`config.mk`:
```
export PLATFORM = sky130hd
export DESIGN_NAME = shift_cmp_seq
export DESIGN_NICKNAME = d
export VERILOG_FILES = /design/src/rtl/shift_cmp_seq.sv
export SDC_FILE = /design/constraint.sdc
export NUM_CORES = 1
export LEC_CHECK = 0
export CAP_MARGIN = 30
export CELL_PAD_IN_SITES_DETAIL_PLACEMENT = 2
export CELL_PAD_IN_SITES_GLOBAL_PLACEMENT = 2
export CORE_MARGIN = 3
export CORE_UTILIZATION = 28
export CTS_BUF_LIST = sky130_fd_sc_hd__clkbuf_8
export DETAILED_ROUTE_END_ITERATION = 6
export GPL_TIMING_DRIVEN = 0
export PLACE_DENSITY = 0.81
export SETUP_SLACK_MARGIN = 0.2
export SLEW_MARGIN = 0
export SYNTH_ARGS = -nofsm -noshare
export SYNTH_HDL_FRONTEND = slang
export SYNTH_SLANG_ARGS = --single-unit
```
`constraint.sdc`:
```
create_clock -name i_clk -period 2 [get_ports i_clk]
set_input_delay 0.2 -clock i_clk [delete_from_list [all_inputs] [get_ports i_clk]]
set_output_delay 0.2 -clock i_clk [all_outputs]
set_load 0.01 [all_outputs]
```
`src/rtl/shift_cmp_seq.sv`:
```
// rtl/shift_cmp_seq.sv - multi-cycle shift (1 bit/cycle) and single-cycle set-less-than unit
// Valid/ready on both sides; one request in flight, result held in DONE until accepted.
module shift_cmp_seq #(
  parameter int DATA_W  = 32,
  parameter int SHAMT_W = 5
) (
  input  logic              i_clk,
  input  logic              i_reset,
  input  logic              i_valid,
  output logic              o_ready,
  input  logic [1:0]        i_func,
  input  logic              i_sig,
  input  logic              i_athi,
  input  logic [DATA_W-1:0] i_op_a,
  input  logic [DATA_W-1:0] i_op_b,
  output logic              o_valid,
  input  logic              i_ready,
  output logic [DATA_W-1:0] o_result
);

  typedef enum logic [1:0] {S_IDLE, S_SHIFT, S_DONE} state_t;

  state_t               r_state;
  logic [DATA_W-1:0]    r_acc;
  logic [SHAMT_W-1:0]   r_cnt;
  logic                 r_left;
  logic                 r_fill;
  logic                 r_valid;
  logic [DATA_W-1:0]    r_result;

  logic [SHAMT_W-1:0]   w_shamt;
  logic [DATA_W-1:0]    w_cmp_a;
  logic [DATA_W-1:0]    w_cmp_b;
  logic                 w_lt;
  logic [DATA_W-1:0]    w_acc_next;

  assign w_shamt = i_op_b[SHAMT_W-1:0];

  // Flipping the sign bits turns a signed compare into an unsigned one, so one comparator serves both.
  assign w_cmp_a = {i_op_a[DATA_W-1] ^ i_sig, i_op_a[DATA_W-2:0]};
  assign w_cmp_b = {i_op_b[DATA_W-1] ^ i_sig, i_op_b[DATA_W-2:0]};
  assign w_lt    = (w_cmp_a < w_cmp_b);

  assign w_acc_next = r_left ? {r_acc[DATA_W-2:0], 1'b0}
                             : {r_fill & r_acc[DATA_W-1], r_acc[DATA_W-1:1]};

  assign o_ready  = (r_state == S_IDLE);
  assign o_valid  = r_valid;
  assign o_result = r_result;

  always_ff @(posedge i_clk or posedge i_reset) begin
    if (i_reset) begin
      r_state  <= S_IDLE;
      r_acc    <= '0;
      r_cnt    <= '0;
      r_left   <= 1'b0;
      r_fill   <= 1'b0;
      r_valid  <= 1'b0;
      r_result <= '0;
    end else begin
      case (r_state)
        S_IDLE: begin
          if (i_valid) begin
            case (i_func)
              2'b00, 2'b01: begin
                if (w_shamt != '0) begin
                  r_acc   <= i_op_a;
                  r_cnt   <= w_shamt;
                  r_left  <= (i_func == 2'b00);
                  r_fill  <= i_athi;
                  r_state <= S_SHIFT;
                end else begin
                  r_result <= i_op_a;
                  r_valid  <= 1'b1;
                  r_state  <= S_DONE;
                end
              end
              2'b10: begin
                r_result <= {{(DATA_W-1){1'b0}}, w_lt};
                r_valid  <= 1'b1;
                r_state  <= S_DONE;
              end
              default: begin
                r_result <= '0;
                r_valid  <= 1'b1;
                r_state  <= S_DONE;
              end
            endcase
          end
        end
        S_SHIFT: begin
          r_acc <= w_acc_next;
          r_cnt <= r_cnt - 1'b1;
          if (r_cnt == {{(SHAMT_W-1){1'b0}}, 1'b1}) begin
            r_result <= w_acc_next;
            r_valid  <= 1'b1;
            r_state  <= S_DONE;
          end
        end
        S_DONE: begin
          if (i_ready) begin
            r_valid <= 1'b0;
            r_state <= S_IDLE;
          end
        end
        default: begin
          r_valid <= 1'b0;
          r_state <= S_IDLE;
        end
      endcase
    end
  end

endmodule
```
==> PnR_summary.wiki <==
{| class="wikitable"
! Metric !! Value
|-
| Yosys Warn Count || 0
|-
| H-tree depth || 3
|-
| Count of fill cells added during filler insertion || 1790
|-
| Critical Path Source Type || input port
|-
| Area enclosed by the die boundary || 17860 um^2
|-
| Fraction of the yosys area taken by sequential cells || 0.4060
|-
| Nets || 772
|-
| CP Data Arrival Time || about 2.0 ns
|-
| Area of the core || 15890 um^2
|-
| Max-cap check violation count || 0
|-
| Stages on worst setup path || 9
|-
| Layout cell share with drive strength beyond 1 || 0.2098
|-
| Transition time of the tightest slew-check pin || 0.5725 ns
|-
| Setup CP Type || input port to flop
|-
| Largest incremental delay on the critical path || 0.42 ns
|-
| Hold-fix buffer count after cts || 0
|-
| Async SR Flop Fraction || 1.000
|-
| Synthesized instance count || 529
|-
| Worst voltage drop across the vdd grid || between 500 and 600 uV
|-
| DRT Wirelength || 18150 um
|-
| Cell depth of the worst hold path || 3
|-
| Average wire per cell in the routed design || 20.44 um
|-
| Max clock buf depth || 2
|-
| Number of DRC violations after detailed routing || 0
|-
| Period utilisation layout || 0.8812
|-
| Status || finished, final reports clean
|-
| Overall track demand over capacity in global routing || 0.1979
|-
| Cell area reported after detailed placement || 5932 um^2
|-
| Average via count per standard cell || 5.152
|-
| Multi-input gate area || 2635 um^2
|-
| Reg clk slew, reported paths || 0.08 ns
|-
| Leading cell types by count after synthesis || 74 x dfrtp_1, 74 x nor2_1, 63 x a21oi_1
|-
| Worst-case headroom to the max-slew limit || 0.6184
|-
| Clk Latency, worst-skew pair || 0.37 ns
|-
| Setup skew after layout || around 0.01 ns
|-
| Buffers on Ports || about 110
|-
| Worst reg-to-reg path cell count || 7
|-
| Synth Area per Inst || ~8.6 um^2
|-
| Leakage power || roughly 2.9 nW
|-
| Standard cell with the maximum stage delay on the critical path || or3_4
|-
| Crit end category || flop
|-
| Fraction of the core area covered by cells at the end of the flow || 0.4145
|-
| First-pass GRT wire length || about 28000 um
|-
| Inserted Clock Buffers || 9
|-
| Via count || 4575
|-
| Initial antenna violation count || 0
|-
| Layout overhead on the synthesized area || 44.36%
|-
| Vias in the first global route || 5259
|-
| Num ports || 106
|-
| Diode count || 0
|-
| Weighted congestion reported at the end of routability-driven placement || 0.7753
|-
| Data required time of the critical path || roughly 2.3 ns
|-
| Max Transition Viols Final || 0
|-
| Number of synthesized flops with an enable pin || 0
|-
| Maximum number of pins on one net before global-route repair || 40
|-
| Hold WC Path Type || input port to flop
|-
| CTS sink count || 74
|-
| Dominant cells by area after synthesis || dfrtp_1 41%, ha_1 9.1%, a21oi_1 6.9%
|-
| Largest delay contributor family on the critical path || simple AND/OR/NAND/NOR gates
|-
| Row Count || 46
|-
| Biggest area consumer among synthesized cells || dfrtp_1
|-
| Post-Syn Area || 4561 um^2
|-
| Areal power density over the cells || 1457 nW/um^2
|-
| Effective utilization at floorplan || 0.2871
|-
| Number of failing setup endpoints in the final timing report || 0
|-
| Total global routing overflow || 0
|-
| Number of distinct library cells after synthesis || between 40 and 50
|-
| Drt initial violations || 203
|-
| Fmax || 567.4 MHz
|-
| Primary flip-flop cell chosen by synthesis mapping || dfrtp_1
|-
| Buffer and inverter count on the worst path || 1
|-
| First-pass DRT Iterations || 4
|-
| Net count after synthesis || 634
|-
| Vertical extent of the die || around 130 um
|-
| Final standard cell area without fillers || 6584 um^2
|-
| RSZ-0062 raised after global routing || yes
|-
| HPWL after detailed placement || 12670 um
|-
| CTS tree || built
|-
| Register bit count reported by yosys || 74
|-
| Flop2flop setup slack || 0.27 ns
|-
| Reg area || roughly 1900 um^2
|-
| Final Hold Viols || 0
|-
| Critical path cell sequence || buf_12 > xor2_4 > ha_4 > nand4_1 > or3_4 > nor4_4 > nand2_1 > o211ai_1 > a31oi_1
|-
| Biggest fanout along the worst timing path || 3
|-
| Root buffer cell || clkbuf_8
|-
| Die Width || 133.6 um
|-
| Shortest period the worst path allows || 1.762 ns
|-
| Area share of the largest cell type after synthesis || 0.4060
|-
| Post-route ant nets || 0
|}
==> timing repair <==
item                                    in CTS  in global routing
setup buffers                               10                  7
pin swaps                                   20                 13
gates resized for setup                     82                 66
endpoints found under the hold margin        0                  0
gates cloned                                 1                  2
endpoints found under the setup margin      71                 67
==> cell type report <==
| cell class | instances | area share |
|---|---|---|
| tap | 216 | 0.04105 |
| sequential | 74 | 0.2815 |
| clock inverter | 6 | 0.003991 |
| timing repair buffer | 127 | 0.1923 |
| clock buffer | 10 | 0.02090 |
| buffer | 36 | 0.03953 |
| multi-input combinational | 384 | 0.4002 |
| inverter | 35 | 0.02052 |
==> metrics by stage <==
step | std cells | hold slack [ns] | setup TNS (ns) | setup WS, ns | power [mW]
2_1_floorplan | 529 | 0.3089 | 0 | 0.2314 | 5.793
3_3_place_gp | 850 | 0.4637 | -24.68 | -0.9227 | 7.628
3_5_place_dp | 852 | 0.4815 | -29.91 | -0.8907 | 7.915
4_1_cts | 879 | 0.1597 | 0 | 0.1625 | 9.184
5_1_grt | 888 | 0.1748 | 0 | 0.1602 | 10.38
6_report | 888 | 0.1745 | 0 | 0.2377 | 9.594
==> kinds of logic after synthesis <==
logic type | count (synthesis) | synth area share
mux | 30 | 0.06612
compound gates | 177 | 0.2318
simple gates | 142 | 0.1322
xor+xnor | 2 | 0.003842
buf+inv | 71 | 0.06941
flops | 74 | 0.4060
fa+ha+maj | 33 | 0.09054
==> worst paths after layout <==
kind                       startpoint           end
min in group asynchronous     i_reset    r_state[0]
min                        i_op_a[31]     r_acc[31]
max in group asynchronous     i_reset  o_result[11]
min reg2reg                   o_valid       o_valid
max reg2reg                r_state[0]  o_result[26]
max                        i_op_a[31]   o_result[0]
==> power by group <==
group / internal (mW) / switching, mW / total, mW
Clock: 0.465 / 0.587 / 1.05
Combinational: 2.49 / 3.20 / 5.69
Sequential: 2.26 / 0.584 / 2.85
Total: 5.22 / 4.37 / 9.59
==> worst min-delay path: cells and delay by family <==
family	cells	cell delay (ns)
compound gates	2	0.21
buf+inv	1	0.09
==> flip-flops by register name (all words and copies together) (netlist names) <==
name,cells
o_result,32
o_valid,1
r_acc,32
r_cnt,5
r_fill,1
r_left,1
r_state,2
==> cells in the final DEF (no fill, tap or decap), drive strengths merged, types with 2 or more instances in the layout <==
cell and n:
a21oi 84, clkdlybuf4s50 77, dfrtp 74, nor2 74, buf 43, nand2 41
o21ai 41, inv 37, a31oi 33, ha 33, clkbuf 31, mux2i 29
dlygate4sd2 14, dlymetal6s2s 6, nand3 5, nand4 5, a211oi 4, nor3b 3
clkinv 3, nor4 2, nand2b 2, nor2b 2, nor3 2, a22oi 2
a21o 2, o21a 2, a2bb2oi 2, clkdlybuf4s15 2
==> metal layers <==
layer | vias up | routed length, um | track usage
met4 | 0 | 325 | 0.06229
li1 | 2129 | - | -
met2 | 101 | 9292 | 0.3589
met5 | - | 0 | 0
met1 | 2318 | 7906 | 0.2429
met3 | 27 | 624 | 0.02719
Power figures use the tool's default switching activity.
